[src/rtl/dsp19x2_seq_pkg.sv]
// Shared types and widths for the DSP19X2 multiply-accumulate sequencer.
package dsp19x2_seq_pkg;

  // Operand, result and shift widths of the DSP19X2 in multiply-accumulate mode.
  localparam int A_W     = 10;
  localparam int B_W     = 9;
  localparam int Z_W     = 19;
  localparam int SHIFT_W = 5;

  // Sequencer control states.
  typedef enum logic [1:0] {
    ST_IDLE   = 2'd0,
    ST_ACCUM  = 2'd1,
    ST_DRAIN  = 2'd2,
    ST_RESULT = 2'd3
  } state_t;

  // Per-job DSP configuration, latched at command acceptance.
  typedef struct packed {
    logic [SHIFT_W-1:0] shift;
    logic               round;
    logic               saturate;
    logic               subtract;
    logic               unsigned_a;
    logic               unsigned_b;
  } cfg_t;

endpackage

[src/rtl/dsp19x2_op_stage.sv]
// Registered operand / LOAD_ACC stage feeding the DSP. A cycle without an
// accepted operand pair presents zeros, so the accumulator adds nothing.
module dsp19x2_op_stage
  import dsp19x2_seq_pkg::*;
(
  input  logic           CLK,
  input  logic           RESET,
  input  logic           i_load,
  input  logic           i_first,
  input  logic [A_W-1:0] i_a1,
  input  logic [A_W-1:0] i_a2,
  input  logic [B_W-1:0] i_b1,
  input  logic [B_W-1:0] i_b2,
  output logic [A_W-1:0] o_dsp_a1,
  output logic [A_W-1:0] o_dsp_a2,
  output logic [B_W-1:0] o_dsp_b1,
  output logic [B_W-1:0] o_dsp_b2,
  output logic           o_dsp_load_acc
);

  logic [A_W-1:0] r_a1;
  logic [A_W-1:0] r_a2;
  logic [B_W-1:0] r_b1;
  logic [B_W-1:0] r_b2;
  logic           r_load_acc;

  // Present the accepted pair for one cycle, otherwise a zero bubble.
  // NOTE: reset is sampled on the clock edge (synchronous, active-low) and all
  // state updates use non-blocking assignments so every register sees the
  // pre-edge values of its neighbours.
  always_ff @(posedge CLK) begin
    if (!RESET) begin
      r_a1       <= '0;
      r_a2       <= '0;
      r_b1       <= '0;
      r_b2       <= '0;
      r_load_acc <= 1'b0;
    end else if (i_load) begin
      r_a1       <= i_a1;
      r_a2       <= i_a2;
      r_b1       <= i_b1;
      r_b2       <= i_b2;
      r_load_acc <= i_first;
    end else begin
      r_a1       <= '0;
      r_a2       <= '0;
      r_b1       <= '0;
      r_b2       <= '0;
      r_load_acc <= 1'b0;
    end
  end

  assign o_dsp_a1       = r_a1;
  assign o_dsp_a2       = r_a2;
  assign o_dsp_b1       = r_b1;
  assign o_dsp_b2       = r_b2;
  assign o_dsp_load_acc = r_load_acc;

endmodule

[src/rtl/dsp19x2_mac_sequencer.sv]
// Dot-product job sequencer around one DSP19X2 in multiply-accumulate mode.
// Accepts a job, streams operand pairs into both lanes, waits out the DSP
// pipeline and returns both 19-bit sums over a valid/ready result port.
module dsp19x2_mac_sequencer
  import dsp19x2_seq_pkg::*;
#(
  parameter int LEN_W       = 8,
  parameter int DSP_LATENCY = 2
) (
  input  logic               CLK,
  input  logic               RESET,
  // Job command
  input  logic               cmd_valid,
  output logic               cmd_ready,
  input  logic [LEN_W-1:0]   cmd_len,
  input  logic [SHIFT_W-1:0] cmd_shift,
  input  logic               cmd_round,
  input  logic               cmd_saturate,
  input  logic               cmd_subtract,
  input  logic               cmd_unsigned_a,
  input  logic               cmd_unsigned_b,
  // Operand stream
  input  logic               op_valid,
  output logic               op_ready,
  input  logic [A_W-1:0]     op_a1,
  input  logic [A_W-1:0]     op_a2,
  input  logic [B_W-1:0]     op_b1,
  input  logic [B_W-1:0]     op_b2,
  // Result
  output logic               res_valid,
  input  logic               res_ready,
  output logic [Z_W-1:0]     res_z1,
  output logic [Z_W-1:0]     res_z2,
  output logic               busy,
  // DSP19X2 side
  output logic [A_W-1:0]     dsp_a1,
  output logic [A_W-1:0]     dsp_a2,
  output logic [B_W-1:0]     dsp_b1,
  output logic [B_W-1:0]     dsp_b2,
  output logic               dsp_load_acc,
  output logic [2:0]         dsp_feedback,
  output logic [SHIFT_W-1:0] dsp_shift_right,
  output logic               dsp_round,
  output logic               dsp_saturate,
  output logic               dsp_subtract,
  output logic               dsp_unsigned_a,
  output logic               dsp_unsigned_b,
  input  logic [Z_W-1:0]     dsp_z1,
  input  logic [Z_W-1:0]     dsp_z2
);

  // Drain counter must hold DSP_LATENCY; keep at least one bit for latency 0.
  localparam int                 DRAIN_W    = (DSP_LATENCY < 1) ? 1 : $clog2(DSP_LATENCY + 1);
  localparam logic [DRAIN_W-1:0] DRAIN_INIT = DRAIN_W'(DSP_LATENCY);

  state_t             r_state;
  logic [LEN_W-1:0]   r_remaining;
  logic [DRAIN_W-1:0] r_drain_cnt;
  logic               r_first;
  cfg_t               r_cfg;
  logic               r_cmd_ready;
  logic               r_op_ready;
  logic               r_res_valid;
  logic               r_busy;
  logic [Z_W-1:0]     r_res_z1;
  logic [Z_W-1:0]     r_res_z2;

  logic               w_cmd_hs;
  logic               w_op_hs;
  logic               w_res_hs;

  // Handshakes qualify the external valid/ready with registered readies only.
  assign w_cmd_hs = cmd_valid & r_cmd_ready;
  assign w_op_hs  = op_valid  & r_op_ready;
  assign w_res_hs = r_res_valid & res_ready;

  // Job control FSM with registered handshake outputs and counters.
  always_ff @(posedge CLK) begin
    if (!RESET) begin
      r_state     <= ST_IDLE;
      r_remaining <= '0;
      r_drain_cnt <= '0;
      r_first     <= 1'b0;
      r_cfg       <= '0;
      r_cmd_ready <= 1'b0;
      r_op_ready  <= 1'b0;
      r_res_valid <= 1'b0;
      r_busy      <= 1'b0;
      r_res_z1    <= '0;
      r_res_z2    <= '0;
    end else begin
      case (r_state)
        ST_IDLE: begin
          r_cmd_ready <= 1'b1;
          if (w_cmd_hs) begin
            r_cfg       <= '{shift:      cmd_shift,
                             round:      cmd_round,
                             saturate:   cmd_saturate,
                             subtract:   cmd_subtract,
                             unsigned_a: cmd_unsigned_a,
                             unsigned_b: cmd_unsigned_b};
            r_remaining <= cmd_len;
            r_first     <= 1'b1;
            r_cmd_ready <= 1'b0;
            r_op_ready  <= 1'b1;
            r_busy      <= 1'b1;
            r_state     <= ST_ACCUM;
          end
        end

        ST_ACCUM: begin
          if (w_op_hs) begin
            r_first <= 1'b0;
            if (r_remaining == '0) begin
              r_op_ready  <= 1'b0;
              r_drain_cnt <= DRAIN_INIT;
              r_state     <= ST_DRAIN;
            end else begin
              r_remaining <= r_remaining - 1'b1;
            end
          end
        end

        ST_DRAIN: begin
          if (r_drain_cnt == '0) begin
            r_res_z1    <= dsp_z1;
            r_res_z2    <= dsp_z2;
            r_res_valid <= 1'b1;
            r_state     <= ST_RESULT;
          end else begin
            r_drain_cnt <= r_drain_cnt - 1'b1;
          end
        end

        ST_RESULT: begin
          if (w_res_hs) begin
            r_res_valid <= 1'b0;
            r_busy      <= 1'b0;
            r_cmd_ready <= 1'b1;
            r_state     <= ST_IDLE;
          end
        end

        default: begin
          r_state <= ST_IDLE;
        end
      endcase
    end
  end

  // Operand register in front of the DSP; zero on every non-handshake cycle.
  dsp19x2_op_stage u_op_stage (
    .CLK            (CLK),
    .RESET          (RESET),
    .i_load         (w_op_hs),
    .i_first        (r_first),
    .i_a1           (op_a1),
    .i_a2           (op_a2),
    .i_b1           (op_b1),
    .i_b2           (op_b2),
    .o_dsp_a1       (dsp_a1),
    .o_dsp_a2       (dsp_a2),
    .o_dsp_b1       (dsp_b1),
    .o_dsp_b2       (dsp_b2),
    .o_dsp_load_acc (dsp_load_acc)
  );

  assign cmd_ready       = r_cmd_ready;
  assign op_ready        = r_op_ready;
  assign res_valid       = r_res_valid;
  assign busy            = r_busy;
  assign res_z1          = r_res_z1;
  assign res_z2          = r_res_z2;

  assign dsp_feedback    = 3'b000;
  assign dsp_shift_right = r_cfg.shift;
  assign dsp_round       = r_cfg.round;
  assign dsp_saturate    = r_cfg.saturate;
  assign dsp_subtract    = r_cfg.subtract;
  assign dsp_unsigned_a  = r_cfg.unsigned_a;
  assign dsp_unsigned_b  = r_cfg.unsigned_b;

endmodule

[config.mk]
export PLATFORM = sky130hd
export DESIGN_NAME = dsp19x2_mac_sequencer
export DESIGN_NICKNAME = d
export VERILOG_FILES = /design/src/rtl/dsp19x2_seq_pkg.sv /design/src/rtl/dsp19x2_op_stage.sv /design/src/rtl/dsp19x2_mac_sequencer.sv
export SDC_FILE = /design/constraint.sdc
export NUM_CORES = 1
export LEC_CHECK = 0
export ABC_CLOCK_PERIOD_IN_PS = 5700
export BUFFER_PORTS_ARGS = -buffer_cell sky130_fd_sc_hd__buf_2
export CORE_ASPECT_RATIO = 0.5
export CORE_MARGIN = 1
export CORE_UTILIZATION = 49
export DETAILED_ROUTE_END_ITERATION = 6
export PLACE_DENSITY = 0.85
export SLEW_MARGIN = 30
export SYNTH_ARGS = -nofsm -noshare
export SYNTH_HDL_FRONTEND = slang
export SYNTH_HIERARCHICAL = 1
export SYNTH_SLANG_ARGS = --single-unit
[constraint.sdc]
create_clock -name CLK -period 5.7 [get_ports CLK]
set_clock_uncertainty 0.2 [all_clocks]
set_input_delay 0.855 -clock CLK [delete_from_list [all_inputs] [get_ports CLK]]
set_output_delay 0.855 -clock CLK [all_outputs]
set_load 0.02 [all_outputs]
==> Flow_metrics.wiki <==
{| class="wikitable"
! Metric !! Value
|-
| Outcome || finished, final reports clean
|-
| Proportion of netlist area held by the largest area contributor || 0.541
|-
| Global-route usage over all layers || 0.207
|-
| Number of buffers between clock root and the deepest sink || 2
|-
| Filler Cell Count || roughly 630
|-
| Yosys top cell by area || dfxtp_1
|-
| Wire length on met2 || ~4100 um
|-
| Sum of met3 wire segment lengths after detailed routing || 557 um
|-
| DIE HEIGHT || around 65 um
|-
| Sum of internal, switching and leakage power || roughly 2.3 mW
|-
| Final net count || just over 700
|-
| TritonCTS Buffers || 9
|-
| Sequential fraction of the synthesis area || 0.541
|-
| Area of the multi-input gates || 1580 sq um
|-
| Vias || around 3,500
|-
| Flip-flop and latch count after synthesis || around 100
|-
| Total power density per cell area || 449 nW/um^2
|-
| Clock-pin slew on the worst setup and hold paths || ~0.060 ns
|-
| Starting utilization of the core area || 0.516
|-
| Final TNS setup || 0 ns
|-
| Wire length of the first global-routing pass || about 14,000 um
|-
| Clock insertion delay at the later pin of the skew report || around 0.33 ns
|-
| Flip-flop and latch area || about 2100 sq um
|-
| Global route total overflow || 0
|-
| Required @ worst endpoint || 5.72 ns
|-
| Clk sinks || 104
|-
| Slowest stage cell, crit path || buf_2
|-
| Initial antenna violation count || 0
|-
| Ant diodes || 0
|-
| Leakage power || around 2.5 nW
|-
| Biggest area contributors in the synthesized netlist || dfxtp_1, nand2_1, a21oi_1
|-
| Detailed Routing Iterations Pass 1 || 4
|-
| F_max || slightly below 400 MHz
|-
| Residual DRC count || 0
|-
| Min Tclk post-route || around 2.5 ns
|-
| Share of flip-flops with an asynchronous set or reset || 0
|-
| Max Fanout on Critical Path || 58
|-
| Count of cell types in the netlist || 50
|-
| Via density per instance || 4.91
|-
| Die X || between 100 and 150 um
|-
| Detailed placement HPWL || roughly 6000 um
|-
| Number of standard cells after synthesis || 432
|-
| Number of nets still failing antenna checks after routing || 0
|-
| Launching element of the worst setup path || RESET
|-
| Most instantiated cells after synthesis || nand2_1, dfxtp_1, a21oi_1
|-
| Post_cts resized || 0
|-
| Top-level I/O count || about 190
|-
| Wire length the detailed router placed on met1 || between 3000 and 4000 um
|-
| Cell area after synthesis || slightly below 4000 sq um
|-
| GPL Wtd Cong || roughly 0.82
|-
| Placeable core region || 7460 sq um
|-
| Count of hold buffers inserted by post-cts repair || 0
|-
| Number of pins with negative max-slew slack in the final report || 0
|-
| Max VDD drop || a little over 0.2 mV
|-
| Slowest cell delay on critical path || 0.63 ns
|-
| WHS || approximately 0.25 ns
|-
| Number of flops mapped to enable cells by yosys || 0
|-
| Layout cell share with drive strength beyond 1 || 0.371
|-
| Maximum number of pins on one net before global-route repair || 59
|-
| Tightest Hold Check Type || flop to flop
|-
| Buffer cell driving the clock tree root || clkbuf_16
|-
| Share of the cycle needed by the critical path after routing || 0.447
|-
| Number of buffer cells added on primary ports || between 150 and 200
|-
| Worst hold start || res_z1[14]
|-
| Count of warnings emitted by yosys || 6
|-
| Category of the critical setup timing path || input port to flop
|-
| Nature of the critical path startpoint || input port
|-
| Hold Vio Cnt, Final || 0
|-
| Area added between synthesis and finish || 32.8%
|-
| Cell breakdown of the critical path || buf_2 > inv_2 > o32ai_1
|-
| DRT Wirelength || ~8500 um
|-
| Count of standard-cell rows || 22
|-
| Number of endpoints failing setup at the final stage || 0
|-
| Most used standard cell by instance count after synthesis || nand2_1
|-
| DRC marker count from the first detailed-route iteration || between 150 and 200
|-
| Vias in the first global route || 3,203
|-
| Top Metal Used || met4
|-
| Synth Area per Inst || roughly 8.9 sq um
|-
| Number of buffers added for setup after CTS || 0
|-
| Worst endpoint data arrival time || 2.57 ns
|-
| Normalized max-slew margin || 0.392
|-
| Origin of the critical flop-to-flop path || r_state[1]
|-
| Measured slew at the worst slew-check pin || about 0.91 ns
|-
| Main synth FF type || dfxtp_1
|-
| TritonCTS clock tree || built
|-
| Htree depth || 3
|-
| DR WL/cell || approximately 12 um
|-
| Max cap viols || 0
|-
| Nature of the critical path endpoint || flop
|-
| Total die area || a little over 8000 sq um
|-
| Setup repair after global routing missed its margin || no
|}
flip-flops by register name, indices dropped and copies added (netlist names):
| register | count |
|---|---|
| res_z1 | 19 |
| dsp_unsigned_a | 1 |
| dsp_saturate | 1 |
| u_op_stage/o_dsp_b2 | 9 |
| r_remaining | 8 |
| u_op_stage/o_dsp_a2 | 10 |
| r_drain_cnt | 2 |
| u_op_stage/o_dsp_a1 | 10 |
| op_ready | 1 |
| res_z2 | 19 |
| dsp_unsigned_b | 1 |
| dsp_shift_right | 5 |
| u_op_stage/o_dsp_b1 | 9 |
| dsp_round | 1 |
| res_valid | 1 |
| r_first | 1 |
| r_state | 2 |
| u_op_stage/o_dsp_load_acc | 1 |
| busy | 1 |
| dsp_subtract | 1 |
| cmd_ready | 1 |
worst max-delay path: cells and delay by family:
kind / cells / cell delay, ns
compound gates: 1 / 0.45
buf+inv: 2 / 1.21
area by class of cell:
| cell class | count | share of cell area |
|---|---|---|
| Tap cell | 108 | 0.0264 |
| Inverter | 9 | 0.00661 |
| Sequential cell | 104 | 0.407 |
| Multi-Input combinational cell | 289 | 0.309 |
| Timing Repair Buffer | 191 | 0.188 |
| Clock inverter | 5 | 0.0157 |
| Clock buffer | 11 | 0.0475 |
cell usage in the layout (no fill, tap or decap), types with 2 or more instances in the layout:
master      count
buf_2         189
nand2_1       107
dfxtp_1       104
a21oi_1        54
and3_1         33
nor2_1         11
clkbuf_16       9
and3_2          9
inv_1           8
ha_1            8
o21ai_0         6
a21boi_0        5
nor3_1          5
nor2b_1         4
a211oi_1        3
nand3_1         3
o31ai_1         3
o21a_1          3
conb_1          3
o211a_1         2
mux2i_1         2
a31oi_1         2
a31o_2          2
or3_1           2
nand4_1         2
bufinv_16       2
clkinvlp_4      2
buf_4           2
per-layer routing:
metal / vias to the layer above / track usage
li1: 1795 / -
met1: 1588 / 0.232
met2: 119 / 0.379
met3: 18 / 0.0619
met4: 0 / 0.0714
met5: - / 0
through the flow:
step / worst slack, ns / instance area, sq um / instances / utilization
after global routing: 3.00 / 5110 / 717 / 0.685
final: 3.15 / 5110 / 717 / 0.685
after floorplan: 3.44 / 3860 / 434 / -
after CTS: 3.16 / 5110 / 717 / 0.685
after global placement: 2.89 / 4790 / 701 / 0.642
after detailed placement: 2.81 / 4790 / 701 / 0.642
final timing paths:
| path | to | slack, ns | cells after the start |
|---|---|---|---|
| worst min-delay path | res_z1[14] | 0.25 | 2 |
| worst max register to register | r_remaining[0] | 3.18 | 6 |
| worst max-delay path | r_remaining[2] | 3.15 | 3 |
| worst min register to register | res_z1[14] | 0.25 | 2 |
power breakdown:
part	switching, mW	total [mW]	internal (mW)
clock network	0.248	0.644	0.396
registers	0.0707	0.907	0.836
logic	0.463	0.744	0.281
kinds of logic after synthesis:
kind of cell | count (synthesis) | share of synthesized area
AOI/OAI and AO/OA | 90 | 0.145
adders and majority gates | 8 | 0.0260
buffers and inverters | 41 | 0.0513
DFF | 104 | 0.541
muxes | 2 | 0.00520
other | 1 | 0.000974
and+or+nand+nor | 186 | 0.231
No activity file was read; power rests on OpenSTA's default activity.
